File: src/rtl/regfile_wb_arbiter.sv
// regfile_wb_arbiter: write-side front end for the register file.
//
// Merges single-cycle results (port A) and multi-cycle results (port B) into the
// single registered regfile write port. Port B results wait in a small FIFO when
// they cannot be written right away. A starvation counter limits how many
// consecutive cycles A may win while B entries are waiting.
//
// Ports:
//   clk, rst_n                    clock (rising edge), async active-low reset
//   a_valid/a_ready/a_rd_addr/a_data   port A result handshake and payload
//   b_valid/b_ready/b_rd_addr/b_data   port B result handshake and payload
//   load/rd_addr/rd_i             registered regfile write enable/address/data
//   chk_addr/chk_hit              hazard query: a pending write targets chk_addr
module regfile_wb_arbiter #(
  parameter int unsigned Size      = 64,
  parameter int unsigned Depth     = 2,
  parameter int unsigned MaxStarve = 4
) (
  input  logic            clk,
  input  logic            rst_n,
  input  logic            a_valid,
  output logic            a_ready,
  input  logic [4:0]      a_rd_addr,
  input  logic [Size-1:0] a_data,
  input  logic            b_valid,
  output logic            b_ready,
  input  logic [4:0]      b_rd_addr,
  input  logic [Size-1:0] b_data,
  output logic            load,
  output logic [4:0]      rd_addr,
  output logic [Size-1:0] rd_i,
  input  logic [4:0]      chk_addr,
  output logic            chk_hit
);

  localparam int unsigned PtrW = (Depth > 1) ? $clog2(Depth) : 1;
  localparam int unsigned CntW = $clog2(Depth + 1);
  localparam int unsigned StW  = $clog2(MaxStarve + 1);

  // FIFO storage and bookkeeping
  logic [4:0]      fifo_addr_q [Depth];
  logic [Size-1:0] fifo_data_q [Depth];
  logic [Depth-1:0] fifo_vld_q, fifo_vld_d;
  logic [PtrW-1:0] head_q, head_d, tail_q, tail_d;
  logic [CntW-1:0] count_q, count_d;
  logic [StW-1:0]  starve_q, starve_d;

  // Output register
  logic            load_q;
  logic [4:0]      rd_addr_q;
  logic [Size-1:0] rd_i_q;

  logic fifo_empty, fifo_full, starved;
  logic a_acc, b_acc, a_wr, b_wr;
  logic sel_a, sel_head, sel_byp;
  logic push, pop;
  logic fifo_hit;

  function automatic logic [PtrW-1:0] ptr_inc(input logic [PtrW-1:0] p);
    return (p == PtrW'(Depth - 1)) ? '0 : p + 1'b1;
  endfunction

  assign fifo_empty = (count_q == '0);
  assign fifo_full  = (count_q == CntW'(Depth));
  assign starved    = (starve_q == StW'(MaxStarve)) && !fifo_empty;

  assign b_ready = rst_n & !fifo_full;
  assign a_ready = rst_n & !starved;

  assign a_acc = a_valid & a_ready;
  assign b_acc = b_valid & b_ready;
  // Writes to x0 are accepted but never reach the regfile.
  assign a_wr  = a_acc & (a_rd_addr != 5'd0);
  assign b_wr  = b_acc & (b_rd_addr != 5'd0);

  // Output-register priority: A, then FIFO head, then B bypass.
  assign sel_a    = a_wr;
  assign sel_head = !a_wr && !fifo_empty;
  assign sel_byp  = !a_wr && fifo_empty && b_wr;

  assign pop  = sel_head;
  assign push = b_wr && !sel_byp;

  always_comb begin
    head_d     = head_q;
    tail_d     = tail_q;
    count_d    = count_q;
    fifo_vld_d = fifo_vld_q;
    if (pop) begin
      head_d             = ptr_inc(head_q);
      fifo_vld_d[head_q] = 1'b0;
    end
    if (push) begin
      tail_d             = ptr_inc(tail_q);
      fifo_vld_d[tail_q] = 1'b1;
    end
    unique case ({push, pop})
      2'b10:   count_d = count_q + CntW'(1);
      2'b01:   count_d = count_q - CntW'(1);
      default: count_d = count_q;
    endcase
  end

  // Counts A wins while B waits; any head pop or empty FIFO clears it.
  always_comb begin
    starve_d = starve_q;
    if (pop || fifo_empty) begin
      starve_d = '0;
    end else if (a_wr && (starve_q != StW'(MaxStarve))) begin
      starve_d = starve_q + StW'(1);
    end
  end

  always_ff @(posedge clk or negedge rst_n) begin
    if (!rst_n) begin
      head_q     <= '0;
      tail_q     <= '0;
      count_q    <= '0;
      fifo_vld_q <= '0;
      starve_q   <= '0;
      load_q     <= 1'b0;
      rd_addr_q  <= '0;
      rd_i_q     <= '0;
    end else begin
      head_q     <= head_d;
      tail_q     <= tail_d;
      count_q    <= count_d;
      fifo_vld_q <= fifo_vld_d;
      starve_q   <= starve_d;
      if (sel_a) begin
        load_q    <= 1'b1;
        rd_addr_q <= a_rd_addr;
        rd_i_q    <= a_data;
      end else if (sel_head) begin
        load_q    <= 1'b1;
        rd_addr_q <= fifo_addr_q[head_q];
        rd_i_q    <= fifo_data_q[head_q];
      end else if (sel_byp) begin
        load_q    <= 1'b1;
        rd_addr_q <= b_rd_addr;
        rd_i_q    <= b_data;
      end else begin
        load_q <= 1'b0;
      end
    end
  end

  // Payload storage needs no reset; the valid bits qualify it.
  always_ff @(posedge clk) begin
    if (push) begin
      fifo_addr_q[tail_q] <= b_rd_addr;
      fifo_data_q[tail_q] <= b_data;
    end
  end

  always_comb begin
    fifo_hit = 1'b0;
    for (int i = 0; i < Depth; i++) begin
      if (fifo_vld_q[i] && (fifo_addr_q[i] == chk_addr)) begin
        fifo_hit = 1'b1;
      end
    end
  end

  assign chk_hit = (chk_addr != 5'd0) &&
                   ((load_q && (rd_addr_q == chk_addr)) || fifo_hit);

  assign load    = load_q;
  assign rd_addr = rd_addr_q;
  assign rd_i    = rd_i_q;

endmodule

File: config.mk
export PLATFORM = sky130hd
export DESIGN_NAME = regfile_wb_arbiter
export DESIGN_NICKNAME = d
export VERILOG_FILES = /design/src/rtl/regfile_wb_arbiter.sv
export SDC_FILE = /design/constraint.sdc
export NUM_CORES = 1
export LEC_CHECK = 0
export CAP_MARGIN = 20
export CORE_UTILIZATION = 45
export CTS_CLUSTER_DIAMETER = 100
export DETAILED_ROUTE_END_ITERATION = 10
export MAX_ROUTING_LAYER = met4
export PLACE_DENSITY_LB_ADDON = 0.12
export SLEW_MARGIN = 30
export SYNTH_ARGS = -nofsm -noshare
export SYNTH_HDL_FRONTEND = slang
export SYNTH_SLANG_ARGS = --single-unit
File: constraint.sdc
create_clock -name clk -period 6.6 [get_ports clk]
set_clock_uncertainty 0.2 [all_clocks]
set_input_delay 1.65 -clock clk [delete_from_list [all_inputs] [get_ports clk]]
set_output_delay 1.65 -clock clk [all_outputs]
set_load 0.05 [all_outputs]
==> run summary, run 1 <==
After clock tree synthesis, the flow added hold-fix buffers numbering 0. The clock root buffer master is clkbuf_16. The aggregate routed wire length came out at 23000 um. The wire length on met3 is 1500 um. The per-instance average area after synthesis came out at 14.1 um^2. The reg2reg setup slack is 3.46 ns. The proportion of total power due to net switching is 39.5%. The largest single stage delay on the critical path is 0.87 ns. TritonCTS built the clock tree.

Max-cap violations in this run came to 0. The design draws 5800 uW. The number of distinct library cell variants in the gate-level netlist after synthesis is 43. The worst IR drop on VDD is 0.290 mV. The area of the die is 0.0216 mm^2. The share of total power dissipated in the clock network is 21.5%.

The power density normalized to cell area came out at 459 mW/mm^2. The number of cell instances on the worst register-to-register path came out at 5. After the flow finishes, the layout carries non-filler instances totaling 1167. The die is 147 um tall. The combinational power share is 43.4%. The tightest slew margin relative to the limit came out at 40.6%. The synthesized design spends more area on one cell type than any other, namely edfxtp_1. The detailed router used layers up to and including met4. The wire length of the first global-routing pass is 36900 um. Per report_power, the sequential group accounts for 35.1% of the total. The run finished with clean final reports. The setup path with the least slack is of type in -> out.

The net switching power came out at 2290 uW. In the routed design, unresolved DRC markers number 0. The count of routing violations after the opening detailed-route iteration came out at 321.

The CTS clock-pin slew for the worst setup and hold paths came out at 0.06 ns. Ranked by total cell area, the synthesized netlist is headed by edfxtp_1 (44%), dfrtp_1 (21%), mux2i_1 (9.7%). The number of buffers created by CTS came out at 23. The number of port buffers is 219.

The worst endpoint data arrival time is 3.89 ns. Once routing completed, OpenROAD measured the worst setup slack at 0.860 ns. The sequential fraction of the synthesis area came out at 64.9%. The maximum buffer depth of the clock tree is 3.

Setup violations remaining at the end of the flow were counted as 0. The wire length on met1 is 10100 um. The number of gates resized after CTS was 0. The worst setup path is captured at a primary output. The global route total overflow came out at 0.

The number of ports placed on the die boundary is 220. The worst register-to-register path begins at count_q[0]. Buffers added to address setup during post-CTS repair amount to 0.

The synthesis-to-layout area growth is 33.7%. For this design, the slowest cell found on the critical path is clkdlybuf4s50_1. The half-perimeter wire length after detailed placement is 15000 um. In this run the most critical hold path is launched from fifo_vld_q[0]. The internal power component came out at 3510 uW. For the worst setup path, the data required time is 4.75 ns. The worst slack at placement is 0.898 ns. The post-layout instance area came out at 0.0126 mm^2. The number of cells after detailed placement is 1124.

The type of the worst min-delay path is reg -> reg. The final net count is 1030. Counting the fill cells in the layout gives 1581. The actual slew at the worst max-slew pin came out at 0.884 ns. The core box area is 0.0204 mm^2. For hold timing, the worst endpoint is fifo_vld_q[0]. The die is 147 um wide. CTS built an H-tree with a depth of 1.

By count the netlist is led by edfxtp_1 (138), mux2i_1 (91), nand2_1 (84). The worst setup path is launched from an input pin. The minimum clock period after layout is 5.74 ns. The number of pins exceeding their max-slew limit in the final report is 0. The final number of hold-violating endpoints came to 0. The effective utilization at floorplan is 46.2%. Once detail routing completed, the nets flagged for antenna violations numbered 0.

Traced cell by cell, the critical path runs through clkdlybuf4s50_1 -> xor2_1 -> nor4_1 -> nand3_1 -> a21oi_1 -> clkdlybuf4s50_1. By instance count, the leading cell after synthesis is edfxtp_1. The post-route clock period utilization is 87.0%. The detailed-routed wire length on met2 is 10900 um. Registers take 0.00612 mm^2. The routability-driven placement congestion ratio came out at 0.807. Counting instances, the worst hold path has a depth of 1. The routed wire length per instance came out at 19.7 um.

The total negative setup slack is 0 ns. The maximum fanout along the worst path is 4. The post-route netlist has 6.14% of its cells at a drive strength greater than 1. After detailed routing, the number of vias per cell comes to 5.47. Global routing consumed, over all layers together, 22.4% of the routing resources. The placement-stage cell area came out at 0.0119 mm^2. The clock latency reported for the late side of the worst-skew pair is 0.50 ns.

The most common cell type on the critical path is clkdlybuf4s50_1. The leakage power figure is 0.00485 uW. The post-synthesis cell area came out at 0.00944 mm^2.

The Yosys step of the flow raised 0 warnings. Based on the critical path, the design can be clocked at up to 174 MHz. In the synthesized netlist, the number of instances is 671. The number of sinks driven by the clock tree came out at 217. Counting flops and latches in the post-synthesis netlist gives 217. The number of global-route vias before repair is 6817. Summing all multi-input logic gate instances after layout gives 0.00307 mm^2. For this run, the leading register cell type out of synthesis is edfxtp_1.

Setup repair after global routing left no endpoint under its margin. The detailed-router iteration count before antenna repair came out at 5. The worst register-to-register path ends at fifo_data_q[1][46]. The initialized floorplan defines 52 standard-cell rows. The net count after synthesis is 821. The initial antenna violation count came out at 1.

The largest net degree at the start of global routing came out at 73. The proportion of synthesized flip-flops having asynchronous set or reset came out at 36.4%. The number of enable flip-flop cells after synthesis came out at 138. The detailed-route via count is 6381. Summed over its instances, the top area cell type makes up 43.9% of the synthesized netlist area.
worst max-delay path: cells and delay by family:
kind / cells / cell delay [ns]
XOR/XNOR: 1 / 0.22
buffers and inverters: 2 / 1.39
AND/OR/NAND/NOR: 2 / 0.49
AO/OA/AOI/OAI: 1 / 0.15
logic make-up (layout without fill, tap and decap cells):
kind of cell	count (synthesis)	after routing	synth area share, %
fa+ha+maj	3	3	0.398
buf+inv	57	282	3.00
other cells	0	1	0
flops	217	217	64.9
mux	128	128	14.1
simple gates	153	153	7.23
xor+xnor	21	21	1.95
compound gates	92	92	8.51
flip-flops by register name, summed over array words and instances (netlist names):
name	count
tail_q	1
load	1
head_q	1
rd_i	64
fifo_addr_q	10
count_q	2
fifo_data_q	128
rd_addr	5
starve_q	3
fifo_vld_q	2
final cells by class:
class | count | area share, %
Clock inverter | 7 | 0.664
Tap cell | 270 | 2.68
Sequential cell | 217 | 48.5
Multi-Input combinational cell | 397 | 24.3
Inverter | 9 | 0.268
Clock buffer | 34 | 5.05
Timing Repair Buffer | 232 | 18.4
Antenna cell | 1 | 0.0198
stage by stage:
stage | util, % | hold slack (ns)
2_1_floorplan | - | 0.262
3_3_place_gp | 57.9 | 0.313
3_5_place_dp | 58.1 | 0.299
4_1_cts | 61.6 | 0.322
5_1_grt | 61.8 | 0.333
6_report | 61.8 | 0.322
layer usage:
metal | vias up | track usage, %
met3 | 42 | 4.41
li1 | 2972 | -
met1 | 3159 | 28.5
met2 | 208 | 36.2
met5 | - | -
met4 | 0 | 7.45
worst max path at each step:
stage	startpoint	endpoint	slack (ns)
final	chk_addr[1]	chk_hit	0.86
after global routing	chk_addr[1]	chk_hit	0.75
after CTS	chk_addr[1]	chk_hit	0.88
after detailed placement	chk_addr[1]	chk_hit	0.90
after global placement	chk_addr[2]	chk_hit	0.98
after floorplan	rst_n	fifo_addr_q[1][0]	0.47
cell usage in the layout (no fill, tap or decap), drive strengths merged, types with 2 or more instances in the layout:
master           n
a22oi            5
o21ai            2
xnor2            7
clkinv           5
o211a            2
and3             3
inv              9
or2              2
nor3            40
a31oi           27
nor2             6
clkbuf          34
a2111oi          5
mux2i           91
ha               3
a221o           37
dfrtp           79
and2             9
clkdlybuf4s50  218
a221oi           5
nor4             4
nand2           84
xor2            14
mux2            37
a21oi            2
buf             14
edfxtp         138
bufinv           2
power by group through the flow:
| stage | Clock (uW) | Combinational (uW) | Sequential, uW |
|---|---|---|---|
| 6_report | 1250 | 2510 | 2030 |
| 4_1_cts | 1270 | 2530 | 2040 |
| 3_3_place_gp | 0 | 2460 | 2040 |
| 5_1_grt | 1320 | 2680 | 2080 |
| 3_5_place_dp | 0 | 2520 | 2060 |
| 2_1_floorplan | 0 | 980 | 2740 |
Note: power is estimated with default switching activity, not from simulation.
==> run 2: changes to the inputs <==
Settings changed: SKIP_CTS_REPAIR_TIMING set to 1.
==> results of run 2 <==
Same layout as run 1: the final DEF is identical, and so are final timing and power.
==> run 3: changes to the inputs <==
Settings changed: HOLD_SLACK_MARGIN set to 0.12.
==> results of run 3 <==
Same layout as run 1: the final DEF is identical, and so are final timing and power.
==> edit (settings of run 2) <==
Set the parameter `Depth` to 4 (it was 2).
--- a/src/rtl/regfile_wb_arbiter.sv
+++ b/src/rtl/regfile_wb_arbiter.sv
@@ -13,7 +13,7 @@
 //   chk_addr/chk_hit              hazard query: a pending write targets chk_addr
 module regfile_wb_arbiter #(
   parameter int unsigned Size      = 64,
-  parameter int unsigned Depth     = 2,
+  parameter int unsigned Depth     = 4,
   parameter int unsigned MaxStarve = 4
 ) (
   input  logic            clk,
Formal check against the unedited RTL: not equivalent (a bounded check fails within 4 cycles, from zero or initial values and one cycle with rst_n low).
==> edit against run 2 <==
- die area is 57% higher
- routed wire length grew 47%
- design area rose by 49%
- power is 47% higher
- sequential cell count rose by 143
- area after synthesis is 58% higher
- combinational power increased by 25%
- clock power grew 73%
- via count increased by 40%
- worst setup slack worse by 0.026 ns
- fmax shrank 0.46%
- sequential share of layout area is 6.7 points higher
- count of clock-buffer cells in the layout increased by 18
==> edit: results (changes against run 2) <==
- Status: finished clean
- Fillers: 2,668 (+69%)
- Adder and majority cell fraction of the synthesized area: 0.0106 (+0.00663)
- Initial antenna violation count: 2 (+1)
- Avg WL per Cell: 19.9 um (+0.91%)
- Synth Area in Compound Gates: 0.0548 (-0.0303)
- Crit path time final: 5.77 ns (+0.0262 ns)
- DR iter-0 viols: 687 (+110%)
- Detailed placement HPWL: 20,000 um (+33%)
- Max-Slew Margin vs Limit: 0.388 (-0.0189)
- XOR/XNOR Fraction of Synth Area: 0.0171 (-0.00241)
- Syn nets: 1,175 (+43%)
- Sequential area share after synthesis: 0.699 (+0.0502)
- H-Tree Depth: 2 (+1)
- Post-synthesis mux area share: 0.106 (-0.0346)
- Layout cells sized above 1: 0.131 (+0.0693)
- Nets: 1,383 (+34%)
- Largest net degree at the start of global routing: 74 (+1.4%)
- RD Place Congestion: 0.818 (+1.4%)
- First-pass GRT wire length: 53,200 um (+44%)
- CP arrival: 3.92 ns (+0.03 ns)
- DP Area: 17,500 um2 (+48%)
- VDD IR max: 0.292 mV (+0.61%)
- CTS Buf Count: 39 (+70%)
- Number of synthesized flops with an enable pin: 276 (+100%)
- Asr flop ratio synth: 0.233 (-0.131)
- Routed vias/inst: 5.27 (-3.6%)
- Lkg Pwr: 6.60 nW (+36%)
## edit: cell count changes after synthesis, moves of 13 or more
cell	delta
a221o_1	-37
a31oi_1	-27
clkbuf_1	+13
edfxtp_1	+138
mux2_1	-37
mux2i_1	-91
mux4_2	+69
nand2_1	+122
nand3_1	+69
nor2_1	+14
nor3_1	-37
o21ai_0	+129
## edit: cell families after synthesis
group,count (synthesis)
XOR/XNOR,29
buffers and inverters,79
flip-flops,360
adder cells (fa/ha/maj),12
AO/OA/AOI/OAI,150
multiplexers,71
AND/OR/NAND/NOR,315
## edit: path summary, 6_finish.rpt
path / startpoint / to / slack, ns / cells after the start
max: chk_addr[3] / chk_hit / 0.83 / 7
min: starve_q[0]$_DFFE_PN0P_ / starve_q[0]$_DFFE_PN0P_ / 0.27 / 1
max reg2reg: count_q[2]$_DFFE_PN0P_ / fifo_data_q[0][53]$_DFFE_PP_ / 3.19 / 6
min reg2reg: starve_q[0]$_DFFE_PN0P_ / starve_q[0]$_DFFE_PN0P_ / 0.27 / 1
max in group asynchronous: rst_n / head_q[1]$_DFFE_PN0N_ / 4.09 / 2
min in group asynchronous: rst_n / count_q[2]$_DFFE_PN0P_ / 0.92 / 1
## edit: layout make-up
cell class	count	share of cell area
flip-flops and latches	360	0.552
diodes	2	0.000266
multi-input cells	577	0.221
clock inverters	20	0.00904
well taps	442	0.0294
inverters	13	0.00259
clock buffers	52	0.0598
repair buffers	233	0.125
## edit: where the power goes
| group | leakage, nW | internal (mW) | total [mW] | switching (mW) |
|---|---|---|---|---|
| logic | 2.47 | 1.24 | 3.14 | 1.89 |
| registers | 3.49 | 2.90 | 3.21 | 0.308 |
| clock network | 0.652 | 1.28 | 2.16 | 0.880 |
## edit: metal layers
layer | vias to the layer above | track usage | routed length, um
met3 | 36 | 0.0398 | 1930
li1 | 4207 | - | -
met4 | 0 | 0.0430 | 369
met1 | 4451 | 0.292 | 15300
met2 | 257 | 0.335 | 16200
met5 | - | - | 0
## edit: metrics by stage
stage	util	worst slack, ns	hold WS (ns)	instances	power, mW
global route	0.579	0.624	0.290	1699	8.98
CTS	0.579	0.818	0.274	1697	8.62
global placement	0.539	0.827	0.261	1625	6.40
detailed placement	0.539	0.827	0.266	1625	6.43
floorplan	-	1.77	0.243	1016	5.39
finish	0.579	0.834	0.270	1699	8.51
## edit: worst register-to-register path: cells and delay by family, from the launching register on
kind	cells	cell delay (ns)
compound gates	1	0.53
buf+inv	1	0.34
flops	1	0.43
simple gates	4	1.57
